===== src/rtl/dmem_bus_bridge.sv =====
// -----------------------------------------------------------------------------
// dmem_bus_bridge
// Turns the memory stage's one-cycle data-memory request pulse into a held
// valid/ready request on the data peripheral bus, waits for the response,
// registers read data and error status, and holds a done flag until the
// pipeline acknowledges the result. Also drives the memory-stage stall.
//
// Optional feature (macro DMEM_BUS_TIMEOUT_EN):
//   defined   - an access still pending after TIMEOUT_CYCLES bus cycles
//               (REQ + RESP) is aborted and reported as a bus error.
//   undefined - no counter; the bridge waits indefinitely for the bus.
//
// Ports:
//   clk_i, rst_i          clock (rising edge), synchronous active-high reset
//   req_valid_i           one-cycle request pulse from the memory stage
//   req_wen_i             1 = store, 0 = load
//   req_addr_i            byte address
//   req_wdata_i           lane-formatted store data
//   req_strb_i            byte strobe
//   rsp_ack_i             pipeline accepted the result
//   rsp_done_o            result valid, held until acked
//   rsp_rdata_o           registered raw bus read word (0 for stores/timeouts)
//   rsp_err_o             bus error or timeout, valid with rsp_done_o
//   stall_o               access in flight (combinational on rsp_ack_i)
//   bus_valid_o           bus request valid
//   bus_ready_i           slave accepts request
//   bus_addr_o            word-aligned address
//   bus_wdata_o           write data
//   bus_strb_o            byte strobe
//   bus_we_o              write enable
//   bus_rvalid_i          response valid (reads and write acks)
//   bus_rdata_i           read data
//   bus_err_i             slave error, qualified by bus_rvalid_i
// -----------------------------------------------------------------------------
module dmem_bus_bridge #(
    parameter int unsigned TIMEOUT_CYCLES = 255,
    parameter int unsigned CNT_W          = 16
) (
    input  logic        clk_i,
    input  logic        rst_i,
    input  logic        req_valid_i,
    input  logic        req_wen_i,
    input  logic [31:0] req_addr_i,
    input  logic [31:0] req_wdata_i,
    input  logic [3:0]  req_strb_i,
    input  logic        rsp_ack_i,
    output logic        rsp_done_o,
    output logic [31:0] rsp_rdata_o,
    output logic        rsp_err_o,
    output logic        stall_o,
    output logic        bus_valid_o,
    input  logic        bus_ready_i,
    output logic [31:0] bus_addr_o,
    output logic [31:0] bus_wdata_o,
    output logic [3:0]  bus_strb_o,
    output logic        bus_we_o,
    input  logic        bus_rvalid_i,
    input  logic [31:0] bus_rdata_i,
    input  logic        bus_err_i
);

    localparam int unsigned ST_W = 2;
    localparam int unsigned DW   = 32;
    localparam int unsigned SW   = 4;

    localparam logic [ST_W-1:0] S_IDLE = 2'd0;
    localparam logic [ST_W-1:0] S_REQ  = 2'd1;
    localparam logic [ST_W-1:0] S_RESP = 2'd2;
    localparam logic [ST_W-1:0] S_DONE = 2'd3;

    // Elaboration-time parameter sanity check
    if (TIMEOUT_CYCLES < 1 || TIMEOUT_CYCLES > 65535 ||
        (64'd1 << CNT_W) <= 64'(TIMEOUT_CYCLES)) begin : g_param_check
        $error("dmem_bus_bridge: illegal TIMEOUT_CYCLES/CNT_W combination");
    end

    logic [ST_W-1:0] state_q, state_d;
    logic [DW-1:0]   addr_q,  addr_d;
    logic [DW-1:0]   wdata_q, wdata_d;
    logic [SW-1:0]   strb_q,  strb_d;
    logic            we_q,    we_d;
    logic            valid_q, valid_d;
    logic [DW-1:0]   rdata_q, rdata_d;
    logic            err_q,   err_d;
    logic            done_q,  done_d;

`ifdef DMEM_BUS_TIMEOUT_EN
    logic [CNT_W-1:0] cnt_q, cnt_d;
`endif

    // State and output registers
    always_ff @(posedge clk_i) begin
        if (rst_i) begin
            state_q <= S_IDLE;
            addr_q  <= '0;
            wdata_q <= '0;
            strb_q  <= '0;
            we_q    <= 1'b0;
            valid_q <= 1'b0;
            rdata_q <= '0;
            err_q   <= 1'b0;
            done_q  <= 1'b0;
`ifdef DMEM_BUS_TIMEOUT_EN
            cnt_q   <= '0;
`endif
        end else begin
            state_q <= state_d;
            addr_q  <= addr_d;
            wdata_q <= wdata_d;
            strb_q  <= strb_d;
            we_q    <= we_d;
            valid_q <= valid_d;
            rdata_q <= rdata_d;
            err_q   <= err_d;
            done_q  <= done_d;
`ifdef DMEM_BUS_TIMEOUT_EN
            cnt_q   <= cnt_d;
`endif
        end
    end

    // Next-state and next-output logic
    always_comb begin
        state_d = state_q;
        addr_d  = addr_q;
        wdata_d = wdata_q;
        strb_d  = strb_q;
        we_d    = we_q;
        valid_d = valid_q;
        rdata_d = rdata_q;
        err_d   = err_q;
        done_d  = done_q;
`ifdef DMEM_BUS_TIMEOUT_EN
        cnt_d   = cnt_q;
`endif

        case (state_q)
            S_IDLE: begin
                if (req_valid_i) begin
                    addr_d  = req_addr_i & ~32'h3;
                    wdata_d = req_wdata_i;
                    strb_d  = req_strb_i;
                    we_d    = req_wen_i;
                    valid_d = 1'b1;
                    state_d = S_REQ;
`ifdef DMEM_BUS_TIMEOUT_EN
                    cnt_d   = '0;
`endif
                end
            end
            S_REQ: begin
                if (bus_ready_i) begin
                    valid_d = 1'b0;
                    state_d = S_RESP;
                end
            end
            S_RESP: begin
                if (bus_rvalid_i) begin
                    rdata_d = we_q ? '0 : bus_rdata_i;
                    err_d   = bus_err_i;
                    done_d  = 1'b1;
                    state_d = S_DONE;
                end
            end
            S_DONE: begin
                // A request pulse here is dropped; the stage re-issues after advancing
                if (rsp_ack_i) begin
                    done_d  = 1'b0;
                    err_d   = 1'b0;
                    state_d = S_IDLE;
                end
            end
            default: begin
                state_d = S_IDLE;
            end
        endcase

`ifdef DMEM_BUS_TIMEOUT_EN
        // Abort on the cycle the counter would reach TIMEOUT_CYCLES, unless the
        // response completes on that same cycle
        if (state_q == S_REQ || state_q == S_RESP) begin
            cnt_d = cnt_q + CNT_W'(1);
            if (cnt_q == CNT_W'(TIMEOUT_CYCLES - 1) &&
                !(state_q == S_RESP && bus_rvalid_i)) begin
                valid_d = 1'b0;
                rdata_d = '0;
                err_d   = 1'b1;
                done_d  = 1'b1;
                state_d = S_DONE;
            end
        end
`endif
    end

    assign rsp_done_o  = done_q;
    assign rsp_rdata_o = rdata_q;
    assign rsp_err_o   = err_q;
    assign bus_valid_o = valid_q;
    assign bus_addr_o  = addr_q;
    assign bus_wdata_o = wdata_q;
    assign bus_strb_o  = strb_q;
    assign bus_we_o    = we_q;

    // Stall releases in the same cycle the pipeline acks the result
    assign stall_o = (state_q == S_REQ) || (state_q == S_RESP) ||
                     ((state_q == S_DONE) && !rsp_ack_i);

endmodule


===== config.mk =====
export PLATFORM = sky130hd
export DESIGN_NAME = dmem_bus_bridge
export DESIGN_NICKNAME = d
export VERILOG_FILES = /design/src/rtl/dmem_bus_bridge.sv
export SDC_FILE = /design/constraint.sdc
export NUM_CORES = 1
export LEC_CHECK = 0
export CORE_AREA = 2 2 102 104
export CTS_CLUSTER_DIAMETER = 30
export DETAILED_ROUTE_END_ITERATION = 10
export DIE_AREA = 0 0 104 106
export HOLD_SLACK_MARGIN = 0.15
export PLACE_DENSITY = 0.93
export SYNTH_ARGS = -nofsm -noshare
export SYNTH_HDL_FRONTEND = slang
export SYNTH_SLANG_ARGS = --single-unit

===== constraint.sdc =====
create_clock -name clk_i -period 3.2 [get_ports clk_i]
set_input_delay 0.48 -clock clk_i [delete_from_list [all_inputs] [get_ports clk_i]]
set_output_delay 0.48 -clock clk_i [all_outputs]
set_load 0.005 [all_outputs]

==> summary.txt <==
Worst hold path
  – Worst min path class: reg2reg

Synthesis
  – Cells after synthesis: 486
  – Number of synthesized register bits: 104
  – Cell area after synthesis: 4040 um^2
  – Synth unique cells: 28
  – Sequential area share after synthesis: 51.5%
  – Yosys warns: 0
  – Synth area leader: dfxtp_1
  – Yosys top cell area share: 51.5%
  – Syn_area_per_cell: 8.32 um^2
  – Synth top area cells: dfxtp_1 (52%), nand2_1 (16%), a21oi_1 (13%), nand4b_1 (7.2%), buf_2 (2.2%)

Timing
  – Hold Fails Final Rpt: 0
  – Final worst path period need: 2540 ps
  – Setup tns final: 0 ps
  – Slew headroom: 35.0%
  – Worst Tran Pin Value: 975 ps
  – Endpoints failing setup: 0
  – Unrepaired setup endpoints after global routing: no
  – Fmax: 394 MHz
  – Tcrit/Tclk final: 79.3%
  – Clock Skew: 9.78 ps
  – Max-slew violation count: 0

Power and ir drop
  – Lkg Pwr: 2.24 nW
  – Max IR drop VDD: 0.391 mV
  – P per Cell Area: 614 nW/um^2

Drt
  – Routed vias/inst: 5.00
  – Remaining DRCs: 0
  – Routed vias: 4067
  – Post-route ant nets: 0
  – First drt pass iteration count: 5
  – Initial drt markers: 210
  – Wirelength, routed: 11800 um
  – Wire per inst: 14.5 um

Placement
  – Post-DP Area: 6100 um^2
  – Routability congestion estimate: 0.775
  – IO Port Bufs: 208
  – DP HPWL: 8320 um
  – Placed insts: 797

Global routing
  – Vias in the first global route: 3879
  – GRT Overall Usage: 20.6%
  – Aggregate global routing overflow: 0
  – Initial antenna violation count: 0
  – First-pass GRT wire length: 18600 um
  – Pin count of the biggest net entering global routing: 99

Final layout
  – Final #Nets: 787
  – Most common cell after layout, fill and taps aside: clkdlybuf4s50_1
  – N_diodes: 0
  – Share of layout cells above drive strength 1: 4.28%
  – Final instance area: 6300 um^2
  – Fillers: 851
  – Finished Layout Cells: 813
  – Fin util: 63.0%
  – Most frequent cells in the layout: clkdlybuf4s50_1 (207), nand2_1 (169), dfxtp_1 (104)
  – Area Growth Syn to Fin: 55.9%

Critical path
  – Setup CP Type: reg2out
  – Crit start category: flip-flop
  – Critical Path Fanout Max: 5
  – Critical path data arrival time: 2060 ps
  – Critical Path End Type: primary output
  – Worst EP required: 2720 ps

Clock tree
  – # hold bufs at CTS: 0
  – Num CTS Buffers: 9
  – CTS tree: built
  – CTS sink cnt: 104
  – Max Root-Sink Buffers: 2
  – Post-CTS Setup Inserts: 0
  – H-tree depth: 3
  – Clock transition at path regs: 100 ps
  – Root buffer cell: clkbuf_8
  – Post-CTS sizing: 0
  – Worst-Skew Late Latency: 360 ps

Run
  – Maximum capacitance violations: 0

Floorplan
  – Die area: 11000 um^2
  – Core Footprint: 10000 um^2
  – Ports: 213
  – Starting Density: 40.4%
  – Die Y-Extent: 106 um
  – Row count: 37
  – Chip width: 104 um

Status
  – Status: finished, final reports clean
## through the flow
stage	setup slack (ps)	hold slack, ps	power, mW
6_report	663	456	3.87
5_1_grt	566	474	4.11
4_1_cts	652	457	3.90
3_5_place_dp	908	444	3.06
3_3_place_gp	937	437	2.99
2_1_floorplan	1660	447	2.41
## metal layers
metal,part of all wire [%],vias to the layer above,track usage (%)
li1,-,1978,-
met1,40,1889,23.9
met2,50,172,35.6
met3,7.4,28,5.76
met4,2.4,0,9.07
met5,0,-,0
## worst paths after layout
check	cells after the start	startpoint	end	slack, ps
min reg2reg	2	rsp_rdata_o[17]$_SDFFE_PP0P_	rsp_rdata_o[17]$_SDFFE_PP0P_	460
min	2	rsp_rdata_o[17]$_SDFFE_PP0P_	rsp_rdata_o[17]$_SDFFE_PP0P_	460
max reg2reg	6	state_q[0]$_SDFFE_PP0P_	bus_wdata_o[14]$_SDFFE_PP0P_	1060
max	4	state_q[0]$_SDFFE_PP0P_	stall_o	660
## worst max-delay path, stage by stage (launching register included)
cell and delay [ps]:
dfxtp_1 440, inv_1 130, ha_1 330, or2_2 310
clkdlybuf4s50_1 490
## area by class of cell
| cell class | count | area, um^2 | share of cell area, % |
|---|---|---|---|
| Tap cell | 136 | 170 | 2.70 |
| Timing Repair Buffer | 217 | 2150 | 34.1 |
| Multi-Input combinational cell | 338 | 1700 | 26.9 |
| Inverter | 2 | 7.51 | 0.119 |
| Clock buffer | 13 | 159 | 2.52 |
| Sequential cell | 104 | 2080 | 33.0 |
| Clock inverter | 3 | 40.0 | 0.635 |
## sequential cells by signal (all words and copies together), names as in the netlist
name         cells
bus_strb_o       4
bus_we_o         1
rsp_done_o       1
bus_wdata_o     32
bus_addr_o      30
state_q          2
bus_valid_o      1
rsp_err_o        1
rsp_rdata_o     32
## power by group
| part | leakage, nW | switching [mW] | internal (mW) |
|---|---|---|---|
| registers | 0.849 | 0.120 | 1.51 |
| logic | 1.28 | 0.677 | 0.725 |
| clock network | 0.103 | 0.435 | 0.404 |
## logic make-up after synthesis
kind of cell	share of synthesized area [%]
AO/OA/AOI/OAI	13.2
adder cells (fa/ha/maj)	2.17
buffers and inverters	6.69
flip-flops	51.5
multiplexers	0.495
other	0.0928
AND/OR/NAND/NOR	25.9
## cell usage after synthesis
cell type and number:
a21oi_1 101, a31oi_1 1, a32oi_1 1, and2_1 1, and3_1 1, and4b_1 1, buf_1 2, buf_2 18
buf_4 7, buf_6 1, buf_8 4, clkbuf_1 11, conb_1 1, dfxtp_1 104, ha_1 7, inv_1 2
mux2i_1 2, nand2_1 170, nand2b_1 7, nand3_1 1, nand3b_1 1, nand4b_1 33, nor2_1 2, nor2b_1 1
nor4_1 1, o21ai_0 1, o21bai_1 1, or2_2 3
No activity file was read; power rests on OpenSTA's default activity.
